[src/rtl/spi_pkg.sv]
// spi_frame_rx shared types and frame layout.
// Frame is rw | addr | data, MSB first on the wire.
package spi_pkg;

  localparam int FRAME_BITS = 16;
  localparam int ADDR_W     = 7;
  localparam int DATA_W     = 8;
  localparam int SR_W       = 1 + ADDR_W + DATA_W;
  localparam int CNT_W      = 5;

  typedef enum logic {
    IDLE   = 1'b0,
    ACTIVE = 1'b1
  } state_t;

endpackage

[src/rtl/spi_frame_rx_if.sv]
// Decoded-frame bundle toward the register-file write port.
// master drives, slave consumes.
interface spi_frame_rx_if;
  import spi_pkg::*;

  logic              txn_valid;
  logic              txn_rw;
  logic [ADDR_W-1:0] txn_addr;
  logic [DATA_W-1:0] txn_data;
  logic              frame_err;

  modport master (
    output txn_valid,
    output txn_rw,
    output txn_addr,
    output txn_data,
    output frame_err
  );

  modport slave (
    input txn_valid,
    input txn_rw,
    input txn_addr,
    input txn_data,
    input frame_err
  );

endinterface

[src/rtl/spi_sync.sv]
// Flop-chain synchronizer for one asynchronous input.
// RST_VAL is the idle level loaded while in reset.
module spi_sync #(
  parameter int   STAGES  = 2,
  parameter logic RST_VAL = 1'b0
) (
  input  logic clk,
  input  logic rst_n,
  input  logic d,
  output logic q
);

  logic [STAGES-1:0] ff;

  always_ff @(posedge clk or negedge rst_n) begin
    if (!rst_n) ff <= {STAGES{RST_VAL}};
    else        ff <= STAGES'({ff, d});
  end

  assign q = ff[STAGES-1];

endmodule

[src/rtl/spi_frame_rx.sv]
// SPI mode-0 frame receiver, SCLK oversampled in the clk domain.
// Emits one decoded write/read transaction per well-formed frame.
module spi_frame_rx
  import spi_pkg::*;
#(
  parameter int FRAME_BITS  = spi_pkg::FRAME_BITS,
  parameter int SYNC_STAGES = 2
) (
  input  logic clk,
  input  logic rst_n,
  input  logic COPI,
  input  logic nCS,
  input  logic SCLK,
  spi_frame_rx_if.master txn
);

  localparam logic [CNT_W-1:0] CNT_FULL = CNT_W'(FRAME_BITS);
  localparam logic [CNT_W-1:0] CNT_MAX  = CNT_W'(FRAME_BITS + 1);

  logic copi_s, ncs_s, sclk_s;
  logic ncs_d, sclk_d;
  logic ncs_fall, ncs_rise, sclk_rise;

  spi_sync #(.STAGES(SYNC_STAGES), .RST_VAL(1'b0)) u_copi (
    .clk(clk), .rst_n(rst_n), .d(COPI), .q(copi_s)
  );
  spi_sync #(.STAGES(SYNC_STAGES), .RST_VAL(1'b1)) u_ncs (
    .clk(clk), .rst_n(rst_n), .d(nCS), .q(ncs_s)
  );
  spi_sync #(.STAGES(SYNC_STAGES), .RST_VAL(1'b0)) u_sclk (
    .clk(clk), .rst_n(rst_n), .d(SCLK), .q(sclk_s)
  );

  always_ff @(posedge clk or negedge rst_n) begin
    if (!rst_n) begin
      ncs_d  <= 1'b1;
      sclk_d <= 1'b0;
    end else begin
      ncs_d  <= ncs_s;
      sclk_d <= sclk_s;
    end
  end

  assign ncs_fall  = ~ncs_s & ncs_d;
  assign ncs_rise  = ncs_s & ~ncs_d;
  assign sclk_rise = sclk_s & ~sclk_d;

  // A fall seen before the chain holds real pin values would be the
  // reset level draining out; only accept one after nCS was truly high.
  logic [SYNC_STAGES:0] settle;
  logic                 armed;

  always_ff @(posedge clk or negedge rst_n) begin
    if (!rst_n) begin
      settle <= '0;
      armed  <= 1'b0;
    end else begin
      settle <= {settle[SYNC_STAGES-1:0], 1'b1};
      armed  <= armed | (settle[SYNC_STAGES] & ncs_s & ncs_d);
    end
  end

  state_t           state, state_n;
  logic [CNT_W-1:0] cnt, cnt_n;
  logic [SR_W-1:0]  sr, sr_n;
  logic             valid_n, err_n;

  always_ff @(posedge clk or negedge rst_n) begin
    if (!rst_n) begin
      state <= IDLE;
      cnt   <= '0;
      sr    <= '0;
    end else begin
      state <= state_n;
      cnt   <= cnt_n;
      sr    <= sr_n;
    end
  end

  always_comb begin
    state_n = state;
    cnt_n   = cnt;
    sr_n    = sr;
    valid_n = 1'b0;
    err_n   = 1'b0;
    unique case (state)
      IDLE: begin
        if (ncs_fall && armed) begin
          state_n = ACTIVE;
          cnt_n   = '0;
          sr_n    = '0;
        end
      end
      ACTIVE: begin
        if (ncs_rise) begin
          state_n = IDLE;
          if (cnt == CNT_FULL) valid_n = 1'b1;
          else                 err_n   = 1'b1;
        end else if (sclk_rise) begin
          sr_n = {sr[SR_W-2:0], copi_s};
          if (cnt != CNT_MAX) cnt_n = cnt + 1'b1;
        end
      end
      default: state_n = IDLE;
    endcase
  end

  always_ff @(posedge clk or negedge rst_n) begin
    if (!rst_n) begin
      txn.txn_valid <= 1'b0;
      txn.frame_err <= 1'b0;
      txn.txn_rw    <= 1'b0;
      txn.txn_addr  <= '0;
      txn.txn_data  <= '0;
    end else begin
      txn.txn_valid <= valid_n;
      txn.frame_err <= err_n;
      if (valid_n) begin
        txn.txn_rw   <= sr[SR_W-1];
        txn.txn_addr <= sr[DATA_W +: ADDR_W];
        txn.txn_data <= sr[DATA_W-1:0];
      end
    end
  end

endmodule
[src/flat_wrapper.sv]
// flat-port wrapper written by rule: the top's interface ports become plain ports
module spi_frame_rx_flat import spi_pkg::*;
#(
  parameter int FRAME_BITS  = spi_pkg::FRAME_BITS,
  parameter int SYNC_STAGES = 2
)
  (clk, rst_n, COPI, nCS, SCLK, txn_txn_valid, txn_txn_rw, txn_txn_addr, txn_txn_data, txn_frame_err);
  spi_frame_rx_if txn_i ();
  input  logic clk;
  input  logic rst_n;
  input  logic COPI;
  input  logic nCS;
  input  logic SCLK;
  output wire logic [$bits(txn_i.txn_valid)-1:0] txn_txn_valid;
  output wire logic [$bits(txn_i.txn_rw)-1:0] txn_txn_rw;
  output wire logic [$bits(txn_i.txn_addr)-1:0] txn_txn_addr;
  output wire logic [$bits(txn_i.txn_data)-1:0] txn_txn_data;
  output wire logic [$bits(txn_i.frame_err)-1:0] txn_frame_err;
  assign txn_txn_valid = txn_i.txn_valid;
  assign txn_txn_rw = txn_i.txn_rw;
  assign txn_txn_addr = txn_i.txn_addr;
  assign txn_txn_data = txn_i.txn_data;
  assign txn_frame_err = txn_i.frame_err;
  spi_frame_rx #(.FRAME_BITS(FRAME_BITS), .SYNC_STAGES(SYNC_STAGES)) u_core (.clk(clk), .rst_n(rst_n), .COPI(COPI), .nCS(nCS), .SCLK(SCLK), .txn(txn_i));
endmodule
[config.mk]
export PLATFORM = sky130hd
export DESIGN_NAME = spi_frame_rx_flat
export DESIGN_NICKNAME = d
export VERILOG_FILES = /design/src/rtl/spi_pkg.sv /design/src/rtl/spi_frame_rx_if.sv /design/src/rtl/spi_sync.sv /design/src/rtl/spi_frame_rx.sv /design/src/flat_wrapper.sv
export SDC_FILE = /design/constraint.sdc
export NUM_CORES = 1
export LEC_CHECK = 0
export BUFFER_PORTS_ARGS = -buffer_cell sky130_fd_sc_hd__buf_2
export CAP_MARGIN = 5
export CORE_MARGIN = 2
export CORE_UTILIZATION = 30
export CTS_BUF_LIST = sky130_fd_sc_hd__clkbuf_16
export CTS_CLUSTER_SIZE = 16
export DETAILED_ROUTE_END_ITERATION = 6
export HOLD_SLACK_MARGIN = 0.05
export PLACE_DENSITY = 0.43
export SLEW_MARGIN = 0
export SYNTH_ARGS = -nofsm -noshare
export SYNTH_HDL_FRONTEND = slang
export SYNTH_SLANG_ARGS = --single-unit
[constraint.sdc]
create_clock -name clk -period 1.9 [get_ports clk]
set_input_delay 0.095 -clock clk [delete_from_list [all_inputs] [get_ports clk]]
set_output_delay 0.095 -clock clk [all_outputs]
set_load 0.05 [all_outputs]
# Yosys cells after proc, flatten, opt, wreduce, memory -nomap -nowiden
# Index checks and enable logic that the tools add are counted.
# W data, S select, Z words.
totals:
  regBits: 52
  latch_bits: 0
  mem_bits_rw: 0
  mem_bits_ro: 0
  in_bits: 5
  output_inout_bits: 18
  word_cells: 53
  n_memories: 0
classes:
  add_sub_neg: 1
  n_mul: 0
  div_mod_pow: 0
  magnitude_cmp: 0
  eq_ne: 6
  shifts: 0
  n_mux: 18
  bitwise: 10
  reduce_logical: 3
ops:
  columns: ["cell", "count"]
  rows:
  - ["$mux W16", 3]
  - ["$pmux W16 S2", 1]
  - ["$mux W5", 4]
  - ["$pmux W5 S2", 1]
  - ["$mux W1", 8]
  - ["$add A5 B1 Y5 const B", 1]
  - ["$and A1 B1 Y1", 5]
  - ["$eq A5 B5 Y1 const B", 1]
  - ["$ne A5 B5 Y1 const B", 1]
  - ["$ne A2 B1 Y1 const B", 2]
  - ["$ne A2 B2 Y1 const B", 2]
  - ["$not A1 Y1", 4]
  - ["$reduce_and A4 Y1", 1]
  - ["$reduce_and A3 Y1", 1]
  - ["$pmux W1 S2", 1]
  - ["$logic_and A1 B1 Y1", 1]
  - ["$or A1 B1 Y1", 1]

# Logic depth before layout (Yosys ltp)
logic_depth:
  ltp_word: 5
  mapped_depth: 5
  depth_no_buf: 4

# By module
# From an unflattened synthesis, not the netlist that was laid out.
unflattened:
  cells_unflattened: 128
  hier_area_um2: 1990.7
by_module_without_submodules:
  columns: ["mod", "n_inst", "cells_per_inst", "area_each_um2", "seq_area_each_um2"]
  rows:
  - ["spi_frame_rx", 1, 122, 1838.0, 1152.4]
  - ["spi_sync at u_core.u_copi ...", 2, 2, 50.0, 50.0]
  - ["spi_sync at u_core.u_ncs", 1, 2, 52.6, 52.6]

# Worst setup path after synthesis
# No wires, ideal clock.
synth_path:
  path_kind: "flip-flop to flip-flop"
  start: "register u_core.u_ncs.ff[1]"
  end: "register u_core.txn.txn_addr[0]"
  setup_ps: 125
  arrival_ps: 1449
  required_ps: 1775
  setup_slack_ps: 326
  stages_incl_launch_ff: 5
  n_path_buf: 1
  synth_period_minus_slack_ps: 1574
  cell_sequence: "dfstp_2 nor2b_1 nand4_4 buf_6 mux2_4"
synth_via:
  elab_chain_cells: 3
synth_rtl:
  columns: ["element", "line_no", "source"]
  rows:
  - ["start: declaration", "spi_sync.sv:13", "logic [STAGES-1:0] ff;"]
  - ["start signal: assignment", "spi_sync.sv:16", "if (!rst_n) ff <= {STAGES{RST_VAL}};"]
  - ["start signal: assignment", "spi_sync.sv:17", "else ff <= STAGES'({ff, d});"]
  - ["$and A1 B1 Y1", "spi_frame_rx.sv:45", "assign ncs_rise = ncs_s & ~ncs_d;"]
  - ["$mux W1", "spi_frame_rx.sv:95", "if (ncs_rise) begin"]
  - ["$mux W1", "spi_frame_rx.sv:86", "unique case (state)"]
  - ["end signal: assignment", "spi_frame_rx.sv:120", "txn.txn_addr <= sr[DATA_W +: ADDR_W];"]
  - ["end: declaration", "spi_frame_rx_if.sv:15", "output txn_addr,"]
# No other way between the ends.
# A chain may end at the register's enable or synchronous reset.

# Worst setup path after layout
layout_path:
  start: "register u_core.u_ncs.ff[1]"
  end: "register u_core.sr[6]"
layout_via:
  elab_chain_cells: 5
  elab_cells_between_ends: 7
  cone_classes: "eq/ne (2); bitwise (3); reduce/logical (2)"
layout_rtl:
  columns: ["element", "line_no", "source"]
  rows:
  - ["$not A1 Y1", "spi_frame_rx.sv:44", "assign ncs_fall = ~ncs_s & ncs_d;"]
  - ["$and A1 B1 Y1", "spi_frame_rx.sv:44", null]
  - ["$logic_and A1 B1 Y1", "spi_frame_rx.sv:88", "if (ncs_fall && armed) begin"]
  - ["$ne A2 B1 Y1 (no source line)", null, null]
  - ["$reduce_and A3 Y1 (no source line) (*)", null, null]
  - ["end signal: assignment", "spi_frame_rx.sv:76", "sr <= sr_n;"]
  - ["end: declaration", "spi_frame_rx.sv:65", "logic [SR_W-1:0] sr, sr_n;"]
# Mark *: on every way between the ends. The rest lies on a longest branch, timed or not.

==> impl_metrics.env <==
export IMPL_critical_path_class="register to register"
export IMPL_r2r_slack_ns=0.27
export IMPL_reg2reg_from="u_core.u_ncs.ff[1]$_DFF_PN1_"
export IMPL_dr_total_vias=1224
export IMPL_die_area_um2=7590
export IMPL_syn_nets=169
export IMPL_setup_violations=0
export IMPL_io_buffer_count=22
export IMPL_swShare=0.267
export IMPL_drv_cap=0
export IMPL_slew_headroom=0.657
export IMPL_gp_congestion=0.667
export IMPL_fillers=681
export IMPL_synth_common_cells="49 x dfrtp_1, 38 x nand2_1, 17 x o21ai_0"
export IMPL_diodes=0
export IMPL_power_density_nw_per_um2=993
export IMPL_fin_util=0.366
export IMPL_ir_worst_vdd_mv=0.399
export IMPL_grt_pass1_vias=1306
export IMPL_period_minus_slack_ns=1.63
export IMPL_synth_area_leaders="dfrtp_1 59%, nand2_1 6.9%, mux2_4 6.5%, o21ai_0 4.1%, dfstp_2 3.8%"
export IMPL_intPower_mw=1.80
export IMPL_drive_above_1_share=0.311
export IMPL_clock_skew_ns=0.00304
export IMPL_grt_ovfl_total=0
export IMPL_yosysUniqueCellTypes=31
export IMPL_crit_fanout=22
export IMPL_power_frac_seq=0.523
export IMPL_dp_hpwl_um=2350
export IMPL_max_freq_ghz=0.612
export IMPL_outcome="complete, no violations"
export IMPL_drtAntennaViolNets=0
export IMPL_grt_first_pass_wirelength_um=6240
export IMPL_critPathCaptureType="register"
export IMPL_postSynth_asyncResetShare=1.00
export IMPL_cts_num_sinks=52
export IMPL_report_final_slew_viol_count=0
export IMPL_p_total_mw=2.46
export IMPL_synth_edf_count=0
export IMPL_io_pins=23
export IMPL_clkTransAtPathRegs_ns=0.06
export IMPL_rsz0062_at_grt="no"
export IMPL_cts_resized=0
export IMPL_switching_power_mw=0.656
export IMPL_hold_path_class="primary input to asynchronous set/reset pin"
export IMPL_grt_max_degree=32
export IMPL_hold_slack_ns=0.313
export IMPL_via_per_inst=4.48
export IMPL_start_kind="register"
export IMPL_root_buffer="clkbuf_16"
export IMPL_power_frac_comb=0.134
export IMPL_synth_area_um2=2070
export IMPL_first_pass_iters=6
export IMPL_yosysMostFrequentCell="dfrtp_1"
export IMPL_start_util=0.307
export IMPL_clock_path_buffers=2
export IMPL_post_cts_setup_buffers=0
export IMPL_track_usage=0.108
export IMPL_yosys_warnings=0
export IMPL_yosysTopAreaCellShare=0.592
export IMPL_die_y_um=87.1
export IMPL_rr_worst_depth=4
export IMPL_rows=30
export IMPL_wire_per_inst_um=12.7
export IMPL_timing_rr_end="u_core.sr[6]$_DFFE_PN0P_"
export IMPL_finalWirelength_um=3470
export IMPL_nets=201
export IMPL_antenna_found_initial=0
export IMPL_yosysSeqAreaShare=0.630
export IMPL_numCtsBuffers=5
export IMPL_areaGrowthSynthToFinish_pct=19.4
export IMPL_drt_iter0_markers=29
export IMPL_clk_latency_ns=0.28
export IMPL_drc=0
export IMPL_worstPathRequired_ns=2.06
export IMPL_die_w_um=87.1
export IMPL_cts_tree="built"
export IMPL_fin_setup_tns_ns=0
export IMPL_p_leak_nw=1.22
export IMPL_syn_avg_cell_area_um2=12.9
export IMPL_ys_seq_elements=52
export IMPL_synth_cells=161
export IMPL_core_area_um2=6760
export IMPL_worst_slew_pin_slew_ns=0.515
export IMPL_hold_violations=0
export IMPL_holdBufCountCts=4
export IMPL_synth_top_cell_by_area="dfrtp_1"
export IMPL_clkPwrFrac=0.343
export IMPL_cp_arrival_ns=1.80
export IMPL_fin_crit_sh=0.861
export IMPL_synthFlopType="dfrtp_1"
export IMPL_htreeDepth=2
state kept, by name (all words and copies together), names as in the netlist:
register and flops:
u_core.sr 16, u_core.txn.txn_data 8, u_core.txn.txn_addr 7, u_core.cnt 5, u_core.settle 3, u_core.u_copi.ff 2
u_core.u_ncs.ff 2, u_core.u_sclk.ff 2, u_core.armed 1, u_core.ncs_d 1, u_core.sclk_d 1, u_core.state 1
u_core.txn.frame_err 1, u_core.txn.txn_rw 1, u_core.txn.txn_valid 1
power by group through the flow:
stage / Sequential, mW / Clock [mW] / Combinational (mW)
final: 1.29 / 0.843 / 0.329
after CTS: 1.29 / 0.873 / 0.337
after global routing: 1.30 / 0.912 / 0.375
after floorplan: 1.29 / 0 / 0.239
after detailed placement: 1.31 / 0 / 0.328
after global placement: 1.30 / 0 / 0.319
stage by stage:
step / cells / area [µm²] / setup WS (ns)
final: 273 / 2470 / 0.265
after global routing: 273 / 2470 / 0.117
after CTS: 273 / 2470 / 0.239
after detailed placement: 262 / 2300 / 0.252
after global placement: 262 / 2300 / 0.266
after floorplan: 161 / 2070 / 0.326
routing by layer:
layer  share of wire  global-route usage  wire length, µm  up-vias
li1                -                   -                -      602
met1            0.47               0.143             1630      594
met2            0.47               0.165             1640       22
met3           0.039              0.0332              134        6
met4           0.020              0.0462               71        0
met5               0                   0                0        -
critical path, cell delays in order, from the launching register on:
cell      delay, ns
dfstp_2        0.58
and4bb_2       0.27
a41oi_4        0.26
buf_4          0.28
o21ai_0        0.12
area by class of cell:
cell class / instances / area, µm² / area share
Sequential cell: 52 / 1310 / 0.527
Clock inverter: 2 / 8.76 / 0.00354
Tap cell: 80 / 100 / 0.0404
Clock buffer: 5 / 125 / 0.0506
Multi-Input combinational cell: 96 / 706 / 0.285
Inverter: 6 / 22.5 / 0.00910
Timing Repair Buffer: 32 / 208 / 0.0839
worst max-delay path by stage:
stage,slack (ns),endpoint,cells after the start,from
after floorplan,0.33,u_core.txn.txn_addr[0]$_DFFE_PN0P_,4,u_core.u_ncs.ff[1]$_DFF_PN1_
after global placement,0.27,u_core.sr[5]$_DFFE_PN0P_,4,u_core.u_ncs.ff[1]$_DFF_PN1_
after detailed placement,0.25,u_core.txn.txn_data[0]$_DFFE_PN0P_,4,u_core.u_ncs.ff[1]$_DFF_PN1_
after CTS,0.24,u_core.sr[6]$_DFFE_PN0P_,4,u_core.u_ncs.ff[1]$_DFF_PN1_
after global routing,0.12,u_core.sr[5]$_DFFE_PN0P_,5,u_core.u_ncs.ff[1]$_DFF_PN1_
final,0.27,u_core.sr[6]$_DFFE_PN0P_,4,u_core.u_ncs.ff[1]$_DFF_PN1_
cell families after synthesis:
| family | synth area share |
|---|---|
| mux | 0.113 |
| flops | 0.630 |
| simple gates | 0.119 |
| compound gates | 0.0888 |
| buf+inv | 0.0296 |
| other cells | 0.00181 |
| fa+ha+maj | 0.0181 |
cells in the final DEF, fill, tap and decap left out, types with 2 or more instances in the layout:
cell type,synthesis,final
buf_2,3,22
buf_4,0,5
clkbuf_16,0,5
dfrtp_1,49,49
dfstp_2,3,3
dlygate4sd3_1,0,4
ha_1,3,3
inv_1,6,7
mux2_2,7,7
mux2_4,9,9
mux2i_1,2,2
nand2_1,38,38
nand3_1,3,3
o21ai_0,17,17
No activity file was read; power rests on OpenSTA's default activity.
